File: config.mk
export PLATFORM = sky130hd
export DESIGN_NAME = nand4_misr16
export DESIGN_NICKNAME = d
export VERILOG_FILES = /design/src/rtl/nand4_resp_checker_pkg.sv /design/src/rtl/nand4_misr16.sv
export SDC_FILE = /design/constraint.sdc
export NUM_CORES = 1
export LEC_CHECK = 0
export CELL_PAD_IN_SITES_DETAIL_PLACEMENT = 1
export CELL_PAD_IN_SITES_GLOBAL_PLACEMENT = 1
export CORE_MARGIN = 3
export CORE_UTILIZATION = 31
export DETAILED_ROUTE_END_ITERATION = 8
export PLACE_DENSITY = 0.76
export SLEW_MARGIN = 20
export SYNTH_ARGS = -nofsm -noshare
export SYNTH_HDL_FRONTEND = slang
export SYNTH_SLANG_ARGS = --single-unit
File: constraint.sdc
create_clock -name clk -period 1.4 [get_ports clk]
set_clock_uncertainty 0.15 [all_clocks]
set_input_delay 0.28 -clock clk [delete_from_list [all_inputs] [get_ports clk]]
set_output_delay 0.28 -clock clk [all_outputs]
set_load 0.1 [all_outputs]
File: src/rtl/nand4_resp_checker_pkg.sv
// rtl/nand4_resp_checker_pkg.sv - shared types, MISR constants and NAND4 reference for the checker
package nand4_resp_checker_pkg;

  typedef enum logic [1:0] {
    ST_IDLE,
    ST_RUN,
    ST_DONE
  } state_t;

  localparam logic [15:0] MISR_POLY = 16'h1021;
  localparam logic [15:0] MISR_SEED = 16'hFFFF;

  function automatic logic nand4_expect(input logic [3:0] a);
    return ~(a[3] & a[2] & a[1] & a[0]);
  endfunction

endpackage

File: src/rtl/nand4_misr16.sv
// rtl/nand4_misr16.sv - 16-bit MISR compacting accepted {code, response} samples
module nand4_misr16
  import nand4_resp_checker_pkg::*;
(
  input  logic        clk,
  input  logic        rst,
  input  logic        clear,
  input  logic        en,
  input  logic [4:0]  data,
  output logic [15:0] sig
);

  always_ff @(posedge clk) begin
    if (rst || clear) begin
      sig <= MISR_SEED;
    end else if (en) begin
      sig <= {sig[14:0], 1'b0} ^ (sig[15] ? MISR_POLY : 16'h0000) ^ {11'b0, data};
    end
  end

endmodule

==> results.toml, run 1 <==
[global_route]
grt_first_pass_wirelength_mm = 2.80
gr-total-overflow = 0
grt_pass1_vias = 612
antenna_found_initial = 0
grt.total_usage_pct = 13.6
grt_max_degree = 10

[die]
die_w_um = 52.8
num_rows = 16
die_area_mm2 = 0.00278
core_area_mm2 = 0.00202
start_util_pct = 33.5
io_pins = 25
die_h_um = 52.8

[clock_tree]
cts-root-buf = "clkbuf_4"
clk_pin_slew_ns = 0.09
post_cts_resized = 0
cts_hold_buf = 0
clock_sinks = 16
cts_tree = "yes"
post-cts-setup-buffers = 0
htreeDepth = 1
clk_path_buf_depth = 2
cts_buffers = 3
clkLatencyLatePin_ns = 0.27

[timing]
finalCritPeriodShare_pct = 95.3
maxSlewHeadroom_pct = 75.6
finalMaxSlewViolations = 0
fmax_ghz = 0.750
hold-worst-slack_ns = 0.380
hold_viol = 0
tightest_slew_ns = 0.366
min_period_ns = 1.33
setup_violations = 0
rsz0062_at_grt = "no"

[yosys]
ys_seq_area_share_pct = 47.2
ys_ff_latch = 16
synthCells = 61
ys_warn_count = 0
syn_avg_cell_area_um2 = 11.1
yosysUniqueCellTypes = 13
syn-cell-area_um2 = 678
syn_nets = 70

[worst_hold_path]
min_to = "sig[9]"
hold_depth = 2
min_from = "sig[9]"
min_path_type = "reg -> reg"

[worst_setup_path]
crit_family = "flip-flops"
timing.critical_path.buf_inv = 1
worst-endpoint-arrival_ns = 0.90
crit_path_max_fanout = 5
path_class = "reg -> out"
worstPathCellList = "buf_12"
endpoint_kind = "primary output"
slowest_stage = "dfxtp_2"
slowest_delay_ns = 0.43
reg2reg_from = "sig[12]"
r2r_end = "sig[12]"
r2r_slack_ns = 0.44
cp_data_required_time_ns = 0.97
rr_worst_depth = 2
start_kind = "register"

[cells_and_area]
drive_above_1_share_pct = 50.5
instances_no_fill = 118
nets = 101
top_register = "sig"
syn_to_final_growth_pct = 71.6
diodes = 0
largest_register_ffs = 16
top_regs = "sig (16)"

[drt]
wl_mm = 1.56
wl_per_cell_um = 13.2
drtAntennaViolNets = 0
drc = 0
drt_iter0_markers = 2
dr_total_vias = 546
vias_per_cell = 4.63
firstDrtPassIters = 3

[outcome]
status = "finished, final reports clean"

[placement]
hpwl_mm = 1.17
gp_congestion = 0.669
dp.cells = 114
port_buffers = 24

[power]
peakVddDrop_mv = 0.401
p_total_mw = 0.972
leakage_nw = 0.467
power_density_mw_per_mm2 = 835

[job]
maxCapViolations = 0
## stage by stage
stage / util (%) / setup TNS (ns) / setup WS, ns / instance area, um^2
floorplan: - / 0 / 0.184 / 698
detailed placement: 55.8 / -2.65 / -0.197 / 1130
finish: 57.5 / 0 / 0.0664 / 1160
global route: 57.5 / 0 / 0.0104 / 1160
CTS: 57.5 / 0 / 0.0471 / 1160
global placement: 55.8 / -2.40 / -0.160 / 1130
## worst max path at each step
stage | start | cells after the start | endpoint | slack (ns)
3_5_place_dp | rst | 3 | sig[3] | -0.20
2_1_floorplan | sig[15] | 2 | sig[12] | 0.18
4_1_cts | sig[15] | 1 | sig[15] | 0.05
6_report | sig[15] | 1 | sig[15] | 0.07
5_1_grt | sig[15] | 1 | sig[15] | 0.01
3_3_place_gp | en | 3 | sig[3] | -0.16
## area by class of cell
cell class / count / area [um^2]
Fill cell: 204 / 858
Timing Repair Buffer: 30 / 445
Sequential cell: 16 / 340
Multi-Input combinational cell: 41 / 308
Clock buffer: 4 / 36.3
Tap cell: 27 / 33.8
## layout by cell type, fill, tap and decap left out, drive strengths merged
| master | instances |
|---|---|
| nor3b | 1 |
| nor2 | 1 |
| xnor2 | 7 |
| nor4 | 7 |
| clkdlybuf4s50 | 8 |
| clkbuf | 4 |
| nand2 | 9 |
| a21oi | 7 |
| buf | 22 |
| mux2i | 9 |
| dfxtp | 16 |
## layer usage
metal  wire length (um)  up-vias  track usage [%]  part of all wire, %
li1                   -      274                -                    -
met4                  0        0             2.55                    0
met2                715       20             21.9                   46
met1                733      252             17.6                   47
met3                111        0             4.27                  7.1
met5                  0        -                0                    0
## power by group
part           internal [mW]  switching [mW]
Combinational         0.0865           0.112
Clock                  0.158           0.136
Sequential             0.466          0.0139
## synth_stat cells, drive strengths merged
master / count / area, um^2
buf: 4 / 50.1
nand2: 9 / 33.8
dfxtp: 16 / 320
nor2: 1 / 6.26
xnor2: 7 / 61.3
a21oi: 7 / 38.8
mux2i: 9 / 90.1
nor4: 7 / 58.8
nor3b: 1 / 18.8
## kinds of logic (layout without fill, tap and decap cells)
group,after synthesis,count (layout),share of synthesized area (%)
flip-flops,16,16,47.2
XOR/XNOR,7,7,9.04
AO/OA/AOI/OAI,7,7,5.72
multiplexers,9,9,13.3
AND/OR/NAND/NOR,18,18,17.3
buffers and inverters,4,34,7.38
Power figures use the tool's default switching activity.
==> run 2: changes to the inputs <==
--- a/config.mk
+++ b/config.mk
@@ -10,6 +10,7 @@
 export CORE_MARGIN = 3
 export CORE_UTILIZATION = 31
 export DETAILED_ROUTE_END_ITERATION = 8
+export MAX_ROUTING_LAYER = met4
 export PLACE_DENSITY = 0.76
 export SLEW_MARGIN = 20
 export SYNTH_ARGS = -nofsm -noshare
==> run 2 against run 1 <==
Sequential power about the same. Sequential share of layout area unchanged. Cell area unchanged. Via count unchanged. Final cell count did not move. Maximum frequency did not move. Wire length is essentially flat. Count of clock-buffer cells in the layout is the same. Critical path depth stayed put. Register-to-register slack about the same. Largest power group unchanged. First-iteration DRC count unchanged.
==> results.toml, run 2 (synthesis gave the netlist of run 1 again) <==
[timing]
fmax_ghz = 0.750
setup_violations = 0
finalCritPeriodShare_pct = 95.3
tns_ns = 0
min_period_ns = 1.33
maxSlewHeadroom_pct = 75.6
rsz0062_at_grt = "no"
hold_viol = 0
finalMaxSlewViolations = 0
tightest_slew_ns = 0.366

[cells_and_area]
top_register = "sig"
top_regs = "sig (16)"
finish.utilization_pct = 57.5
drive_above_1_share_pct = 50.5
diodes = 0
nets = 101
largest_register_ffs = 16
syn_to_final_growth_pct = 71.6
mostFrequentLayoutCells = "buf_12, dfxtp_2, mux2i_1, nand2_1, clkdlybuf4s50_1"

[clock_tree]
cts_hold_buf = 0
post_cts_resized = 0
cts_buffers = 3
post-cts-setup-buffers = 0
htreeDepth = 1
clkLatencyLatePin_ns = 0.27
clk_pin_slew_ns = 0.09
cts-root-buf = "clkbuf_4"
clock_sinks = 16
cts_tree = "yes"
clk_path_buf_depth = 2

[global_route]
grt.total_usage_pct = 13.9
antenna_found_initial = 0
gr-total-overflow = 0
grt_max_degree = 10
grt_pass1_vias = 612
grt_first_pass_wirelength_mm = 2.80

[drt]
vias_per_cell = 4.63
wl_per_cell_um = 13.2
drt_iter0_markers = 2
firstDrtPassIters = 3
drtAntennaViolNets = 0
wl_mm = 1.56
drc = 0
dr_total_vias = 546

[power]
power_density_mw_per_mm2 = 835
leakage_nw = 0.467
seq_power_share_pct = 49.4
p_clk_share_pct = 30.2
p_total_mw = 0.972
switchingPower_mw = 0.262
p_sw_share_pct = 26.9
p_int_mw = 0.710
combinationalPowerShare_pct = 20.4
peakVddDrop_mv = 0.401

[worst_setup_path]
timing.critical_path.buf_inv = 1
worstPathCellList = "buf_12"
crit_path_max_fanout = 5
worst-endpoint-arrival_ns = 0.90
path_class = "reg -> out"
slowest_stage = "dfxtp_2"
slowest_delay_ns = 0.43
cp_data_required_time_ns = 0.97
rr_worst_depth = 2
crit_family = "flip-flops"
endpoint_kind = "primary output"
crit_start = "sig[15]"
reg2reg_from = "sig[12]"
start_kind = "register"
crit_cells = 1

[outcome]
status = "finished, final reports clean"

[worst_hold_path]
min_from = "sig[9]"
min_path_type = "reg -> reg"
hold_depth = 2

[placement]
port_buffers = 24
hpwl_mm = 1.17
gp_congestion = 0.676

[die]
die_w_um = 52.8
start_util_pct = 33.5
num_rows = 16
die_h_um = 52.8
die_area_mm2 = 0.00278
io_pins = 25
core_area_mm2 = 0.00202

[job]
maxCapViolations = 0
==> run 2: cell type report <==
type                       count  area, um^2
sequential                    16         340
clock buffer                   4        36.3
multi-input combinational     41         308
tap                           27        33.8
timing repair buffer          30         445
fill                         204         858
==> run 2: power groups by stage <==
stage	combinational [mW]	sequential [mW]	clock, mW
2_1_floorplan	0.0619	0.552	0
3_3_place_gp	0.198	0.490	0
3_5_place_dp	0.199	0.491	0
4_1_cts	0.200	0.480	0.304
5_1_grt	0.209	0.482	0.336
6_report	0.198	0.480	0.294
==> run 2: worst paths after layout <==
| kind | end | slack [ns] |
|---|---|---|
| max reg2reg | sig[12] | 0.44 |
| min | sig[9] | 0.38 |
| min reg2reg | sig[9] | 0.38 |
| max | sig[15] | 0.07 |
==> run 2: metrics by stage <==
step / worst slack [ns] / area, um^2 / cells / hold slack (ns)
finish: 0.0664 / 1160 / 118 / 0.380
detailed placement: -0.197 / 1130 / 114 / 0.357
floorplan: 0.184 / 698 / 61 / 0.319
global route: 0.0104 / 1160 / 118 / 0.414
CTS: 0.0471 / 1160 / 118 / 0.384
global placement: -0.160 / 1130 / 114 / 0.353
==> run 2: metal layers <==
layer	wire, um	global-route usage, %	vias to the layer above
li1	-	-	274
met1	733	17.8	252
met2	715	21.9	20
met3	110	3.99	0
met4	0	2.55	0
met5	0	-	-
